`src/rtl/fft_addr_arbiter.sv`:
```
`default_nettype none
// ============================================================================
// Module  : fft_addr_arbiter
// Brief   : Round-robin share of one fft_address_calc among NUM_REQ requesters,
//           tagging each generated address with its owner and flagging completion.
// Revision: 1.0 - initial release
// ============================================================================
module fft_addr_arbiter #(
    parameter int NUM_REQ  = 4,
    parameter int ID_W     = 2,
    parameter int CALC_LAT = 2
) (
    input  logic                    clk,
    input  logic                    rst,
    input  logic [NUM_REQ-1:0]      req,
    input  logic [32*NUM_REQ-1:0]   req_offset,
    input  logic [32*NUM_REQ-1:0]   req_filesize,
    output logic [NUM_REQ-1:0]      grant,
    output logic                    busy,
    output logic [31:0]             calc_offset,
    output logic [31:0]             calc_filesize,
    output logic                    calc_enable,
    input  logic [31:0]             calc_addr,
    input  logic                    calc_done,
    output logic [31:0]             addr_out,
    output logic                    addr_valid,
    output logic [ID_W-1:0]         addr_id,
    output logic                    xfer_done,
    output logic [ID_W-1:0]         xfer_id
);

    typedef enum logic [1:0] {
        S_IDLE  = 2'd0,
        S_LOAD  = 2'd1,
        S_RUN   = 2'd2,
        S_DRAIN = 2'd3
    } state_t;

    state_t                          state_q, state_d;
    logic [ID_W-1:0]                 ptr_q, ptr_d;
    logic [NUM_REQ-1:0]              grant_q, grant_d;
    logic [31:0]                     offset_q, offset_d;
    logic [31:0]                     size_q, size_d;
    logic [ID_W-1:0]                 id_q, id_d;
    logic                            done_q, done_d;
    logic [ID_W-1:0]                 xid_q, xid_d;
    logic [CALC_LAT-1:0]             vld_q, vld_d;
    logic [CALC_LAT-1:0][ID_W-1:0]   idp_q, idp_d;

    logic                            win_found;
    logic [ID_W-1:0]                 win_idx;
    logic [31:0]                     sel_off;
    logic [31:0]                     sel_size;

    // Search starts one past the last winner so every requester gets a turn.
    always_comb begin
        logic [ID_W-1:0] cand;
        win_found = 1'b0;
        win_idx   = '0;
        cand      = '0;
        for (int i = 1; i <= NUM_REQ; i++) begin
            cand = ID_W'((int'(ptr_q) + i) % NUM_REQ);
            if (!win_found && req[cand]) begin
                win_found = 1'b1;
                win_idx   = cand;
            end
        end
    end

    always_comb begin
        sel_off  = '0;
        sel_size = '0;
        for (int k = 0; k < NUM_REQ; k++) begin
            if (win_idx == ID_W'(k)) begin
                sel_off  = req_offset[k*32 +: 32];
                sel_size = req_filesize[k*32 +: 32];
            end
        end
    end

    always_comb begin
        state_d  = state_q;
        ptr_d    = ptr_q;
        grant_d  = '0;
        offset_d = offset_q;
        size_d   = size_q;
        id_d     = id_q;
        done_d   = 1'b0;
        xid_d    = xid_q;
        case (state_q)
            S_IDLE: begin
                if (win_found) begin
                    grant_d  = NUM_REQ'(1) << win_idx;
                    offset_d = sel_off;
                    size_d   = sel_size;
                    id_d     = win_idx;
                    ptr_d    = win_idx;
                    state_d  = S_LOAD;
                end
            end
            S_LOAD: begin
                state_d = (size_q == '0) ? S_DRAIN : S_RUN;
            end
            S_RUN: begin
                if (calc_done) begin
                    state_d = S_DRAIN;
                end
            end
            S_DRAIN: begin
                // Completion is reported only once the last beat has left the pipe.
                if (vld_q == '0) begin
                    state_d = S_IDLE;
                    done_d  = 1'b1;
                    xid_d   = id_q;
                end
            end
            default: state_d = S_IDLE;
        endcase
    end

    // Valid/ID pipe mirrors the calculator latency so tags line up with addresses.
    always_comb begin
        vld_d    = '0;
        idp_d    = '0;
        vld_d[0] = calc_enable & (state_q == S_RUN);
        idp_d[0] = id_q;
        for (int i = 1; i < CALC_LAT; i++) begin
            vld_d[i] = vld_q[i-1];
            idp_d[i] = idp_q[i-1];
        end
    end

    always_ff @(posedge clk) begin
        if (rst) begin
            state_q  <= S_IDLE;
            ptr_q    <= ID_W'(NUM_REQ - 1);
            grant_q  <= '0;
            offset_q <= '0;
            size_q   <= '0;
            id_q     <= '0;
            done_q   <= 1'b0;
            xid_q    <= '0;
            vld_q    <= '0;
            idp_q    <= '0;
        end else begin
            state_q  <= state_d;
            ptr_q    <= ptr_d;
            grant_q  <= grant_d;
            offset_q <= offset_d;
            size_q   <= size_d;
            id_q     <= id_d;
            done_q   <= done_d;
            xid_q    <= xid_d;
            vld_q    <= vld_d;
            idp_q    <= idp_d;
        end
    end

    assign grant         = grant_q;
    assign busy          = (state_q != S_IDLE);
    assign calc_offset   = offset_q;
    assign calc_filesize = size_q;
    assign calc_enable   = (state_q == S_RUN);
    assign addr_valid    = vld_q[CALC_LAT-1];
    assign addr_id       = idp_q[CALC_LAT-1];
    // Forwarded address is zeroed outside valid beats so nothing stale leaks out.
    assign addr_out      = addr_valid ? calc_addr : '0;
    assign xfer_done     = done_q;
    assign xfer_id       = xid_q;

endmodule
`default_nettype wire

```
`config.mk`:
```
export PLATFORM = sky130hd
export DESIGN_NAME = fft_addr_arbiter
export DESIGN_NICKNAME = d
export VERILOG_FILES = /design/src/rtl/fft_addr_arbiter.sv
export SDC_FILE = /design/constraint.sdc
export NUM_CORES = 1
export LEC_CHECK = 0
export CORE_AREA = 2 2 155 157
export DETAILED_ROUTE_END_ITERATION = 8
export DIE_AREA = 0 0 157 159
export PLACE_DENSITY = 0.55
export SKIP_CTS_REPAIR_TIMING = 1
export SYNTH_ARGS = -nofsm -noshare
export SYNTH_HDL_FRONTEND = slang
export SYNTH_SLANG_ARGS = --single-unit
```
`constraint.sdc`:
```
create_clock -name clk -period 3.55 [get_ports clk]
set_clock_uncertainty 0.1 [all_clocks]
set_input_delay 0.355 -clock clk [delete_from_list [all_inputs] [get_ports clk]]
set_output_delay 0.355 -clock clk [all_outputs]
set_load 0.01 [all_outputs]
```
# Word level (Yosys, flattened, before mapping)
# Index checks and enable logic that the tools add are counted.
word_totals:
  ff_bits: 83
  out_inout_bits: 108
  word_cells: 79
classes:
  add_sub_neg: 4
  order_cmp: 4
  eq_ne: 9
  n_shift: 1
  n_mux: 31
  n_bitwise: 3
  reduce_logical: 16
op_table:
  columns: ["cell", "n"]
  rows:
  - ["$mux 32", 9]
  - ["$logic_not 32->1", 1]
  - ["$mux 2", 7]
  - ["$lt 2x3->1 const B", 4]
  - ["$mux 1", 10]
  - ["$bmux 1 s2", 4]
  - ["$eq 2x2->1 const B", 4]
  - ["$pmux 2 s4", 1]
  - ["$logic_not 2->1", 3]
  - ["$add 2x1->2 const B", 2]
  - ["$add 2x2->2 const B", 2]
  - ["$eq 2x1->1 const B", 2]
  - ["$ne 2x2->1 const B", 2]
  - ["$reduce_and 2->1", 2]
  - ["$shl 1x2->4 const A", 1]
  - ["$logic_and 1x1->1", 3]
  - ["$logic_not 1->1", 3]
  - ["$not 1->1", 3]
  - ["$reduce_and 3->1", 1]
  - ["$reduce_or 3->1", 1]
  - ["$ne 2x1->1 const B", 1]
  - ["$reduce_bool 2->1", 1]
  - ["$reduce_or 2->1", 1]

# Longest topological paths before layout
depth:
  depth_word: 18
  mapped_depth: 9
  ltp_nobuf: 7

# Least setup slack after synthesis
# OpenSTA, ideal clock, no wires.
synth_timing:
  kind: "input-to-reg"
  from: "in req[3]"
  to: "reg offset_q[30], in the netlist calc_offset[30]"
  setup_ns: 0.135
  arrival_ns: 1.704
  required_time_ns: 3.315
  slack_ns: 1.611
  stages: 7
  path_cell_list: "buf_2 > and2b_1 > o311a_1 > buf_6 > mux2_4 > a22oi_1 > a211oi_1"
synth_via:
  elab_chain_cells: 17
synth_lines:
  columns: ["item", "line", "source"]
  rows:
  - ["from (decl)", "15", "input logic [NUM_REQ-1:0] req,"]
  - ["$bmux 1 s2", "63", "if (!win_found && req[cand]) begin"]
  - ["$mux 1 (not written as such)", "63", null]
  - ["$mux 1", "63", null]
  - ["$logic_not 1->1", "63", null]
  - ["$logic_and 1x1->1", "63", null]
  - ["$mux 1", "63", null]
  - ["$logic_not 1->1", "63", null]
  - ["$logic_and 1x1->1", "63", null]
  - ["$mux 1", "63", null]
  - ["$logic_not 1->1", "63", null]
  - ["$logic_and 1x1->1", "63", null]
  - ["$mux 2", "63", null]
  - ["$logic_not 2->1", "74", "if (win_idx == ID_W'(k)) begin"]
  - ["$mux 32 (4 in series)", "74", null]
  - ["to (signal assigned)", "149", "offset_q <= offset_d;"]
  - ["to (decl)", "42", "logic [31:0] offset_q, offset_d;"]
# Parallel ways exist; a longest one is shown, timed or not. The select of a mux whose other input is x is not followed.
# A chain may end at the register's enable or synchronous reset.

# Final worst setup path
layout_timing:
  from: "in req[1]"
  to: "reg size_q[27], in the netlist calc_filesize[27]"
layout_via:
  elab_chain_cells: 17
layout_lines:
  columns: ["item", "line", "source"]
  rows:
  - ["$bmux 1 s2", "63", null]
  - ["$mux 1 (not written as such)", "63", null]
  - ["$mux 1", "63", null]
  - ["$logic_not 1->1", "63", null]
  - ["$logic_and 1x1->1", "63", null]
  - ["$mux 1", "63", null]
  - ["$logic_not 1->1", "63", null]
  - ["$logic_and 1x1->1", "63", null]
  - ["$mux 1", "63", null]
  - ["$logic_not 1->1", "63", null]
  - ["$logic_and 1x1->1", "63", null]
  - ["$mux 2", "63", null]
  - ["$logic_not 2->1", "74", null]
  - ["$mux 32 (4 in series)", "74", null]
  - ["to (signal assigned)", "150", "size_q <= size_d;"]
  - ["to (decl)", "43", "logic [31:0] size_q, size_d;"]
# Parallel ways exist; a longest one is shown, timed or not. The select of a mux whose other input is x is not followed.

==> impl_metrics.json <==
{
  "syn_avg_cell_area_um2": 7.65,
  "cp-startpoint": "req[1]",
  "slew_viol_final": 0,
  "ant_nets": 0,
  "final.period_utilization_pct": 72.4,
  "crit_path_end_kind": "flip-flop",
  "h-tree-depth": 3,
  "fp.dieW_um": 157,
  "nNetsFinal": 1292,
  "startpoint_type": "input port",
  "regToRegEndpoint": "calc_filesize[27]",
  "routedWlPerCell_um": 17.7,
  "pwr-share-comb_pct": 56.4,
  "rows": 56,
  "whs_endpoint": "state_q[1]",
  "die_h_um": 159,
  "syn_nets": 915,
  "max_slew_margin_pct": 48.7,
  "r2r-start": "ptr_q[1]",
  "maxCapViolCount": 0,
  "hp-start": "rst",
  "path_clk_slew_ns": 0.07,
  "firstDrtPassIters": 4,
  "grt_overflow": 0,
  "holdCritPathClass": "in2reg",
  "grt_pass1_vias": 5894,
  "grt_use_met1_pct": 21.7,
  "cts-root-buf": "clkbuf_16",
  "synth_edf_count": 0,
  "yosysSeqAreaShare_pct": 35.3,
  "setup-tns-final_ns": 0,
  "dp_hpwl_um": 18000,
  "antenna_found_initial": 0,
  "drc": 0,
  "switching_share_pct": 40.3,
  "crit_type": "in2reg",
  "ys_ff_latch": 83,
  "status": "finished clean",
  "finalWirelength_um": 23200,
  "first_iter_violations": 228,
  "cts_buffers": 9,
  "ioPinCount": 403,
  "top_usage_layer": "met2",
  "synth_cell_types": 39,
  "grt_usage_pct": 18.0,
  "ys_warn_count": 0,
  "setup_slack_ns": 0.981,
  "insertion_delay_ns": 0.34,
  "rsz0062_at_grt": "no",
  "max-vdd-ir-drop_mv": 0.360,
  "seqPwrFrac_pct": 28.1,
  "worstPathArrival_ns": 2.74,
  "clockBufferDepth": 2,
  "cts.sinks": 83,
  "fillers": 2394,
  "num_antenna_cells": 0,
  "multiInputGateArea_mm2": 0.00284,
  "core_mm2": 0.0232,
  "place_ws_ns": 0.595,
  "p_int_mw": 3.44,
  "vias": 5933,
  "final_hold_viol_count": 0,
  "pwr-share-clk_pct": 15.5,
  "netlist_area_mm2": 0.00471,
  "grt_pass1_wl_um": 34700,
  "p_leak_nw": 3.54,
  "fmax_ghz": 0.389,
  "portBuffers": 402,
  "cts_tree": "done",
  "place_congestion": 0.813,
  "setup_viol": 0,
  "worst_slew_pin_slew_ns": 0.768,
  "crit_fanout": 25,
  "min_path_cells": 2,
  "required_ns": 3.72,
  "drive_above_1_share_pct": 6.02,
  "seqCellArea_mm2": 0.00166,
  "ys.flop_type": "dfxtp_1",
  "area_growth_pct": 99.3,
  "async_reset_ff_share_pct": 0,
  "rrSetupSlack_ns": 1.27,
  "grtUsageMet3_pct": 4.27,
  "via_per_inst": 4.51,
  "initial_utilization_pct": 20.3,
  "grt_max_degree": 69,
  "pwr_density_cell_mw_per_mm2": 614,
  "r2r_cells": 6,
  "p_switching_mw": 2.33,
  "syn_inst": 616,
  "die_area_mm2": 0.0250,
  "use_met2_pct": 31.3,
  "period_needed_ns": 2.57
}
## state kept, by name (all words and copies together) (netlist names)
name	count
vld_q	2
ptr_q	2
calc_offset	32
calc_filesize	32
xfer_done	1
xfer_id	2
grant	4
id_q	2
idp_d	2
addr_id	2
state_q	2
## power groups by stage
stage	Combinational (mW)	Sequential, mW	Clock (mW)
after floorplan	1.44	1.73	0
after global placement	3.30	1.63	0
after detailed placement	3.31	1.64	0
after CTS	3.32	1.63	0.935
after global routing	3.56	1.68	0.976
final	3.26	1.62	0.894
## synth_stat cells, types with 2 or more instances
cell	n	area share (%)
nor4b_1	2	0.37
nor2b_1	7	0.93
a21oi_1	26	2.8
nor3_1	5	0.53
buf_6	2	0.48
mux2_2	16	3.8
a211oi_1	20	3.2
a221o_1	2	0.42
mux2i_1	4	0.85
o21ai_0	38	4.0
dfxtp_1	83	35
buf_1	4	0.32
nor4_1	6	0.80
and3_1	47	6.2
buf_2	15	1.6
nand4_1	2	0.27
and2_1	34	4.5
clkbuf_1	30	2.4
mux2_1	2	0.48
inv_1	6	0.48
o221ai_1	45	8.4
o21ai_1	10	1.1
ha_1	4	1.1
a22oi_1	19	3.0
nand2b_1	4	0.53
nand2_1	140	11
or2_2	2	0.27
nor2_1	30	2.4
## per-layer routing
metal	vias to the layer above	routed length (µm)
li1	2972	-
met1	2661	9700
met2	274	11200
met3	26	1840
met4	0	479
met5	-	0
## logic make-up (layout without fill, tap and decap cells)
family / count (synthesis) / in the layout / share of synthesized area (%)
AO/OA/AOI/OAI: 164 / 164 / 23.9
adder cells (fa/ha/maj): 4 / 4 / 1.06
AND/OR/NAND/NOR: 285 / 285 / 29.0
flip-flops: 83 / 83 / 35.3
buffers and inverters: 57 / 438 / 5.26
multiplexers: 23 / 23 / 5.47
## area by class of cell
cell class	count	share of cell area (%)
tap	319	4.25
clock buffer	9	2.40
sequential	83	17.7
multi-input combinational	476	30.2
inverter	6	0.240
clock inverter	6	0.453
timing repair buffer	417	44.8
## worst max-delay path, stage by stage
cell             delay, ns
clkdlybuf4s50_1       0.55
nor2_2                0.31
o311a_2               0.65
buf_4                 0.42
nand2_1               0.08
and3_1                0.18
o21ai_0               0.16
## per-stage QoR
step,cell area [µm²],cells,power [mW],hold WS (ns),util [%]
finish,9390,1316,5.77,0.238,40.5
floorplan,4710,616,3.17,0.314,-
global placement,9130,1301,4.94,0.326,39.3
CTS,9390,1316,5.88,0.221,40.5
detailed placement,9130,1301,4.95,0.330,39.3
global route,9390,1316,6.22,0.242,40.5
## layout by cell type, fill, tap and decap left out, types with 7 or more instances in the layout
| cell type | Yosys | routed |
|---|---|---|
| buf_4 | 0 | 9 |
| dfxtp_1 | 83 | 83 |
| clkdlybuf4s50_1 | 0 | 401 |
| a22oi_1 | 19 | 19 |
| and2_1 | 34 | 34 |
| o21ai_1 | 10 | 10 |
| nand2_1 | 140 | 138 |
| nor2b_1 | 7 | 7 |
| nor2_1 | 30 | 28 |
| o21ai_0 | 38 | 38 |
| mux2_2 | 16 | 16 |
| clkbuf_16 | 0 | 9 |
| a21oi_1 | 26 | 25 |
| and3_1 | 47 | 47 |
| o221ai_1 | 45 | 45 |
| a211oi_1 | 20 | 20 |
## how the worst max path moves through the flow
| stage | end |
|---|---|
| 5_1_grt | calc_filesize[18] |
| 3_3_place_gp | calc_filesize[27] |
| 3_5_place_dp | calc_filesize[3] |
| 4_1_cts | calc_filesize[3] |
| 2_1_floorplan | calc_offset[30] |
| 6_report | calc_filesize[27] |
Note: power is estimated with default switching activity, not from simulation.
